## src/rtl/cam_pwr_seq.sv

```systemverilog
// Power-up, reset and standby sequencer for 1..NUM_CAM OV5640-class sensors.
// Optional cfg_done watchdog with retries is built when CAM_PWR_WDOG_EN is defined.
module cam_pwr_seq #(
    parameter int unsigned NUM_CAM     = 2,
    parameter int unsigned CLK_FREQ_HZ = 50_000_000,
    parameter int unsigned T_PWDN_US   = 6000,
    parameter int unsigned T_RST_US    = 2000,
    parameter int unsigned T_SETTLE_US = 21000,
    parameter int unsigned T_CFG_TO_US = 100000,
    parameter int unsigned MAX_RETRY   = 3,
    parameter int unsigned CNT_W       = 32
) (
    input  logic               sys_clk,
    input  logic               sys_rst,
    input  logic               restart,
    input  logic               standby_req,
    input  logic               cfg_done,
    output logic [NUM_CAM-1:0] cam_pwdn,
    output logic [NUM_CAM-1:0] cam_rst_n,
    output logic               power_done,
    output logic               seq_busy,
    output logic [1:0]         cur_cam,
    output logic               pwr_fault
);

    localparam longint unsigned TICKS_US = 64'(CLK_FREQ_HZ) / 64'd1_000_000;
    localparam longint unsigned N_PWDN   = 64'(T_PWDN_US) * TICKS_US;
    localparam longint unsigned N_RST    = 64'(T_RST_US) * TICKS_US;
    localparam longint unsigned N_SETTLE = 64'(T_SETTLE_US) * TICKS_US;
    localparam longint unsigned N_SEQMAX = (N_PWDN > N_RST) ?
        ((N_PWDN > N_SETTLE) ? N_PWDN : N_SETTLE) :
        ((N_RST > N_SETTLE) ? N_RST : N_SETTLE);
`ifdef CAM_PWR_WDOG_EN
    localparam longint unsigned N_CFG_TO = 64'(T_CFG_TO_US) * TICKS_US;
    localparam longint unsigned N_MAX    = (N_CFG_TO > N_SEQMAX) ? N_CFG_TO : N_SEQMAX;
    localparam logic [CNT_W-1:0] TC_CFG  = CNT_W'(N_CFG_TO - 64'd1);
`else
    localparam longint unsigned N_MAX    = N_SEQMAX;
`endif

    localparam logic [CNT_W-1:0] TC_PWDN   = CNT_W'(N_PWDN - 64'd1);
    localparam logic [CNT_W-1:0] TC_RST    = CNT_W'(N_RST - 64'd1);
    localparam logic [CNT_W-1:0] TC_SETTLE = CNT_W'(N_SETTLE - 64'd1);
    localparam logic [1:0]       LAST_CAM  = 2'(NUM_CAM - 1);

    if (CLK_FREQ_HZ % 1_000_000 != 0) begin : g_chk_freq
        $error("CLK_FREQ_HZ must be a whole number of MHz");
    end
    if (NUM_CAM < 1 || NUM_CAM > 4) begin : g_chk_cams
        $error("NUM_CAM must be 1..4");
    end
    if (N_PWDN == 0 || N_RST == 0 || N_SETTLE == 0 || T_CFG_TO_US == 0) begin : g_chk_zero
        $error("all sequence times must be at least one tick");
    end
    if (CNT_W < 64 && (N_MAX - 64'd1) >= (64'd1 << CNT_W)) begin : g_chk_cnt
        $error("CNT_W too narrow for the largest tick count");
    end
    if (MAX_RETRY > 254) begin : g_chk_retry
        $error("MAX_RETRY must fit the 8-bit retry counter");
    end

    typedef enum logic [2:0] {
        S_PWDN, S_RST, S_SETTLE, S_DONE, S_STBY, S_WAKE, S_FAULT
    } state_t;

    state_t             r_state, w_state_d;
    logic [1:0]         r_cam, w_cam_d;
    logic [CNT_W-1:0]   r_timer, w_timer_d;
    logic [NUM_CAM-1:0] r_pwdn, r_rst_n, w_pwdn_d, w_rst_n_d;
    logic               r_done, r_busy, r_fault, w_done_d, w_busy_d, w_fault_d;
`ifdef CAM_PWR_WDOG_EN
    logic [7:0]         r_retry, w_retry_d;
    logic               r_wdog_arm, w_wdog_arm_d;
`else
    logic               w_unused_cfg;
    assign w_unused_cfg = cfg_done;
`endif

    always_comb begin
        w_state_d = r_state;
        w_cam_d   = r_cam;
        w_timer_d = r_timer + CNT_W'(1);
`ifdef CAM_PWR_WDOG_EN
        w_retry_d    = r_retry;
        w_wdog_arm_d = r_wdog_arm;
`endif
        if (restart) begin
            w_state_d = S_PWDN;
            w_cam_d   = 2'd0;
            w_timer_d = '0;
`ifdef CAM_PWR_WDOG_EN
            w_retry_d    = 8'd0;
            w_wdog_arm_d = 1'b0;
`endif
        end else begin
            case (r_state)
                S_PWDN: if (r_timer == TC_PWDN) begin
                    w_state_d = S_RST;
                    w_cam_d   = 2'd0;
                    w_timer_d = '0;
                end
                S_RST: if (r_timer == TC_RST) begin
                    w_state_d = S_SETTLE;
                    w_timer_d = '0;
                end
                S_SETTLE: if (r_timer == TC_SETTLE) begin
                    w_timer_d = '0;
                    if (r_cam == LAST_CAM) begin
                        w_state_d = S_DONE;
`ifdef CAM_PWR_WDOG_EN
                        w_wdog_arm_d = 1'b1;
`endif
                    end else begin
                        w_state_d = S_RST;
                        w_cam_d   = r_cam + 2'd1;
                    end
                end
                S_DONE: begin
`ifdef CAM_PWR_WDOG_EN
                    // Watchdog runs only after a full sequence, until cfg_done is first seen.
                    if (r_wdog_arm && cfg_done) begin
                        w_wdog_arm_d = 1'b0;
                        w_timer_d    = r_timer;
                    end else if (r_wdog_arm && r_timer == TC_CFG) begin
                        w_wdog_arm_d = 1'b0;
                        w_retry_d    = r_retry + 8'd1;
                        w_timer_d    = '0;
                        w_cam_d      = 2'd0;
                        w_state_d    = (r_retry < 8'(MAX_RETRY)) ? S_PWDN : S_FAULT;
                    end else if (standby_req) begin
                        w_state_d = S_STBY;
                        w_timer_d = '0;
                    end else if (!r_wdog_arm) begin
                        w_timer_d = r_timer;
                    end
`else
                    w_timer_d = r_timer;
                    if (standby_req) begin
                        w_state_d = S_STBY;
                        w_timer_d = '0;
                    end
`endif
                end
                S_STBY: begin
                    w_timer_d = r_timer;
                    if (!standby_req) begin
                        w_state_d = S_WAKE;
                        w_timer_d = '0;
                    end
                end
                S_WAKE: if (r_timer == TC_SETTLE) begin
                    w_state_d = S_DONE;
                    w_timer_d = '0;
                end
                S_FAULT: w_timer_d = r_timer;
                default: begin
                    w_state_d = S_PWDN;
                    w_cam_d   = 2'd0;
                    w_timer_d = '0;
                end
            endcase
        end
    end

    // Output decode from the next state so outputs change on the transition edge.
    always_comb begin
        w_pwdn_d  = '1;
        w_rst_n_d = '0;
        w_done_d  = 1'b0;
        w_busy_d  = 1'b1;
        w_fault_d = 1'b0;
        case (w_state_d)
            S_RST, S_SETTLE: begin
                for (int i = 0; i < int'(NUM_CAM); i++) begin
                    if (2'(i) < w_cam_d) begin
                        w_pwdn_d[i]  = 1'b0;
                        w_rst_n_d[i] = 1'b1;
                    end else if (2'(i) == w_cam_d) begin
                        w_pwdn_d[i]  = 1'b0;
                        w_rst_n_d[i] = (w_state_d == S_SETTLE);
                    end
                end
            end
            S_DONE: begin
                w_pwdn_d  = '0;
                w_rst_n_d = '1;
                w_done_d  = 1'b1;
                w_busy_d  = 1'b0;
            end
            S_STBY: begin
                w_rst_n_d = '1;
                w_busy_d  = 1'b0;
            end
            S_WAKE: begin
                w_pwdn_d  = '0;
                w_rst_n_d = '1;
            end
            S_FAULT: begin
                w_busy_d = 1'b0;
`ifdef CAM_PWR_WDOG_EN
                w_fault_d = 1'b1;
`endif
            end
            default: ;
        endcase
    end

    always_ff @(posedge sys_clk or posedge sys_rst) begin
        if (sys_rst) begin
            r_state <= S_PWDN;
            r_cam   <= 2'd0;
            r_timer <= '0;
            r_pwdn  <= '1;
            r_rst_n <= '0;
            r_done  <= 1'b0;
            r_busy  <= 1'b1;
            r_fault <= 1'b0;
`ifdef CAM_PWR_WDOG_EN
            r_retry    <= 8'd0;
            r_wdog_arm <= 1'b0;
`endif
        end else begin
            r_state <= w_state_d;
            r_cam   <= w_cam_d;
            r_timer <= w_timer_d;
            r_pwdn  <= w_pwdn_d;
            r_rst_n <= w_rst_n_d;
            r_done  <= w_done_d;
            r_busy  <= w_busy_d;
            r_fault <= w_fault_d;
`ifdef CAM_PWR_WDOG_EN
            r_retry    <= w_retry_d;
            r_wdog_arm <= w_wdog_arm_d;
`endif
        end
    end

    assign cam_pwdn   = r_pwdn;
    assign cam_rst_n  = r_rst_n;
    assign power_done = r_done;
    assign seq_busy   = r_busy;
    assign cur_cam    = r_cam;
    assign pwr_fault  = r_fault;

endmodule
```

## config.mk

```make
export PLATFORM = sky130hd
export DESIGN_NAME = cam_pwr_seq
export DESIGN_NICKNAME = d
export VERILOG_FILES = /design/src/rtl/cam_pwr_seq.sv
export SDC_FILE = /design/constraint.sdc
export NUM_CORES = 1
export LEC_CHECK = 0
export ABC_AREA = 1
export BUFFER_PORTS_ARGS = -buffer_cell sky130_fd_sc_hd__clkbuf_2
export CAP_MARGIN = 10
export CORE_MARGIN = 8
export CORE_UTILIZATION = 40
export DETAILED_ROUTE_END_ITERATION = 6
export PLACE_DENSITY_LB_ADDON = 0.15
export SYNTH_ARGS = -nofsm -noshare
export SYNTH_HDL_FRONTEND = slang
export SYNTH_SLANG_ARGS = --single-unit
```

## constraint.sdc

```tcl
create_clock -name sys_clk -period 1.9 [get_ports sys_clk]
set_input_delay 0 -clock sys_clk [delete_from_list [all_inputs] [get_ports sys_clk]]
set_output_delay 0 -clock sys_clk [all_outputs]
set_load 0.02 [all_outputs]
```

==> impl_summary.md <==
Status
The flow ran to the end, and the final reports show no timing, DRC or antenna violations.

Worst hold path
The terminating pin of the worst hold path is r_state[1]$_DFF_PP0_. The number of cells on the worst hold path is 2. The launch point of the worst hold path is restart.

The type of the most critical hold path is in -> reg.

Timing
The total count of hold-check failures in the final report is 0. The final period demand of the worst path is 1869 ps. Setup repair after global routing could not meet its margin everywhere.

The share of the clock period used by the worst path is a little over nine tenths. The worst path meets setup with approximately 30 ps of slack. Headroom to the max-slew limit came out at a little over three fifths.

On the final layout, the worst clock skew is between 10 and 15 ps. Timing would allow up to 535.0 MHz. At the pin with the least slew margin, the transition time is roughly 550 ps. The final max-slew violation count was 0. The final setup violation count is 0.

Yosys
For this run, asynchronously set or reset flops after synthesis account for 100.0%. The mapped netlist covers 2900 um2. The number of nets in the synthesized netlist is 419.

The mean area per synthesized cell is approximately 7.0 um2. The number of enable-type register cells in the synthesized netlist is 0. During synthesis, Yosys emitted a total of 0 warnings. The post-synthesis sequential area ratio is 37.23%. The cell type with the largest total area after synthesis is dfrtp_1. The synthesized flop and latch total is 43. Ranked by total cell area, the synthesized netlist is headed by dfrtp_1 (35%), nand2_1 (14%), inv_1 (8.3%), nor2_1 (7.9%), nand3_1 (4.3%). The synthesized netlist cell count is about 410. The count of cell types in the netlist is 37. The most common flop cell mapped by yosys is dfrtp_1. The synthesized design devotes to its leading area cell type between 30% and 40% of total area.

Global routing
The number of global-route vias before repair came to around 2,500. The first global-routing pass estimated ~12,000 um of wire. The initial antenna violation count came to 0. The aggregate global-route resource usage is around 14%. The sum of overflow across all layers after global routing is 0. The maximum number of pins on one net before global-route repair is 44.

Finish
The count of cells in the finished layout, fillers not included, comes to approximately 560. The core utilization of the finished layout is a little under 50%. The area overhead of the layout relative to synthesis is 21.53%. The number of nets in the finished design is roughly 470. Summing all non-filler instances in the final layout gives an area of between 3000 and 4000 um2.

0 antenna diodes ended up in the layout. In the layout the commonest cells are nand2_1 (97), inv_1 (62), nor2_1 (58). The fraction of final layout cells with drive strength greater than 1 is 28.26%. The leading cell type in the layout, fill and taps excluded is nand2_1.

Routing
For this run, design rule violations remaining after detail routing come to 0. The detailed-router iteration count before antenna repair is 4. The sum of routed wire length over all layers is just under 7000 um. The remaining antenna violation count after routing is 0.

The first routing iteration left 92 violations. After detailed routing, the average wire length per cell comes to 12.17 um. In the routed layout, each cell is associated on average with a via count of between 4 and 5.

The via count is 2,584.

Placed design
The placed instance area is ~3200 um2. The congestion estimate from routability-driven global placement came to around 0.84. Prior to clock tree synthesis, the placed netlist has a worst setup slack of -26.25 ps. Summed over all nets, the half-perimeter wirelength after detailed placement is slightly above 5000 um. The number of buffers inserted by port buffering is 11. The number of placed instances, taps included, is 539.

Die
The die covers between 10,000 and 15,000 um2. The y dimension of the die is between 100 and 150 um. During I/O placement, the number of pins put on the boundary was 14. Row generation in the floorplan step produced 31 rows. The starting density of the core is approximately two fifths. The total core area is a little over 7000 um2. In this run the horizontal extent of the chip is about 100 um.

Clocking
The clock transition at the registers of the reported paths is around 90 ps. CTS built an H-tree with a depth of 2. TritonCTS built the clock tree. The later-pin clock latency in the skew report is around 300 ps.

The number of buffers on the longest clock path is 2. The clock sink count is 43. The number of buffers created by CTS is 5. In this run the clock root is driven by a clkbuf_8.

Setup path
The worst register-to-register path ends at r_timer[22]$_DFFE_PP0P_. The number of cell instances on the worst register-to-register path is 13. The classification of the worst setup path is reg -> reg.

The category of the worst setup path launch point is a flip-flop. The launch point of the critical path is r_timer[1]$_DFFE_PP0P_. The worst setup path is captured at a flip-flop.

The highest fanout seen on the critical path is 8. The worst register-to-register path begins at r_timer[1]$_DFFE_PP0P_. The slack of the worst reg-to-reg path is approximately 31 ps. STA puts the critical path data arrival time at about 2000 ps.

Data on the critical path is required at its endpoint by ~2100 ps.

Pwr
The static leakage power is 1.645 nW. The worst ir drop on vdd is about 0.27 mV. The completed layout was analyzed and its total power is 0.001758 W. The power density normalized to cell area is roughly 500 nW/um2.

Job
The max-capacitance violation count is 0.
[critical path, stage by stage, from the launching register on]
cell	delay, ps
dfrtp_1	360
ha_2	210
nand2_4	70
nor2_4	150
nand3_2	90
nor2_4	160
nand2_2	110
o21ai_2	70
nand3_2	90
nand2_2	100
nand2_4	80
buf_8	150
o21ai_1	70
a21oi_1	50
[synth_stat cells, types with 2 or more instances]
cell / count
dfrtp_1: 40
xor2_1: 7
o22ai_1: 3
o21ai_0: 13
o21bai_1: 2
nand2_1: 108
nand2_4: 3
nor4_1: 3
a21oi_1: 13
nor2_4: 8
and3_1: 2
inv_1: 64
nand2_2: 5
dfstp_2: 3
nand3_1: 25
nor2_1: 61
inv_2: 4
nor2_2: 4
nand3_2: 2
nand4_1: 5
clkbuf_2: 2
a21oi_2: 2
buf_4: 2
nor3_2: 11
nor3_1: 9
[stage by stage]
step	hold slack, ps	TNS, ps
floorplan	68.81	0
global placement	157.5	0
detailed placement	163.7	-107.4
CTS	28.92	0
global route	51.13	-2719
finish	42.03	0
[routing by layer]
layer / global-route usage [%] / share of wire (%) / up-vias
met2: 23.08 / 46 / 25
met1: 19.51 / 51 / 1171
li1: - / - / 1382
met3: 2.543 / 2.3 / 6
met4: 3.780 / 1.1 / 0
met5: 0 / 0 / -
[report_power, final]
group          leakage [nW]  internal, W   total, W  switching (W)
logic                 0.996    0.0000287  0.0000861      0.0000575
clock network        0.0612     0.000426   0.000748       0.000322
registers             0.588     0.000920   0.000924     0.00000442
total                  1.65      0.00137    0.00176       0.000384
[flip-flops by register name (all words and copies together) (netlist names)]
signal      flops
cam_pwdn        2
cam_rst_n       2
cur_cam         2
power_done      1
r_state         3
r_timer        32
seq_busy        1
[cell families after synthesis]
logic type	count (synthesis)	synth area share (%)
buffers and inverters	76	10.96
DFF	43	37.23
adders and majority gates	1	0.4313
other	1	0.1293
AOI/OAI and AO/OA	35	6.859
xor gates and xnor gates	7	2.114
and+or+nand+nor	250	42.28
[area by class of cell]
class	count	area [um2]
sequential	43	1080
fill	750	3612
timing repair buffer	46	340.3
inverter	69	266.5
tap	99	123.9
clock inverter	2	35.03
clock buffer	6	82.58
multi-input combinational	294	1597
[how the worst max path moves through the flow]
stage                              endpoint  cells past startpoint  slack (ps)
floorplan           r_timer[23]$_DFFE_PP0P_                     13         180
detailed placement  r_timer[19]$_DFFE_PP0P_                     12         -30
global route        r_timer[24]$_DFFE_PP0P_                     13        -120
CTS                 r_timer[13]$_DFFE_PP0P_                     13           3
finish              r_timer[22]$_DFFE_PP0P_                     13          30
global placement    r_timer[17]$_DFFE_PP0P_                     12          40
[what timing repair did]
item	CTS	global route
gates cloned	0	0
hold buffers	1	0
pin swaps	1	13
buffers inserted	5	6
endpoints found under the hold margin	40	0
gates resized for setup	1	40
endpoints found under the setup margin	15	35
Note: power is estimated with default switching activity, not from simulation.
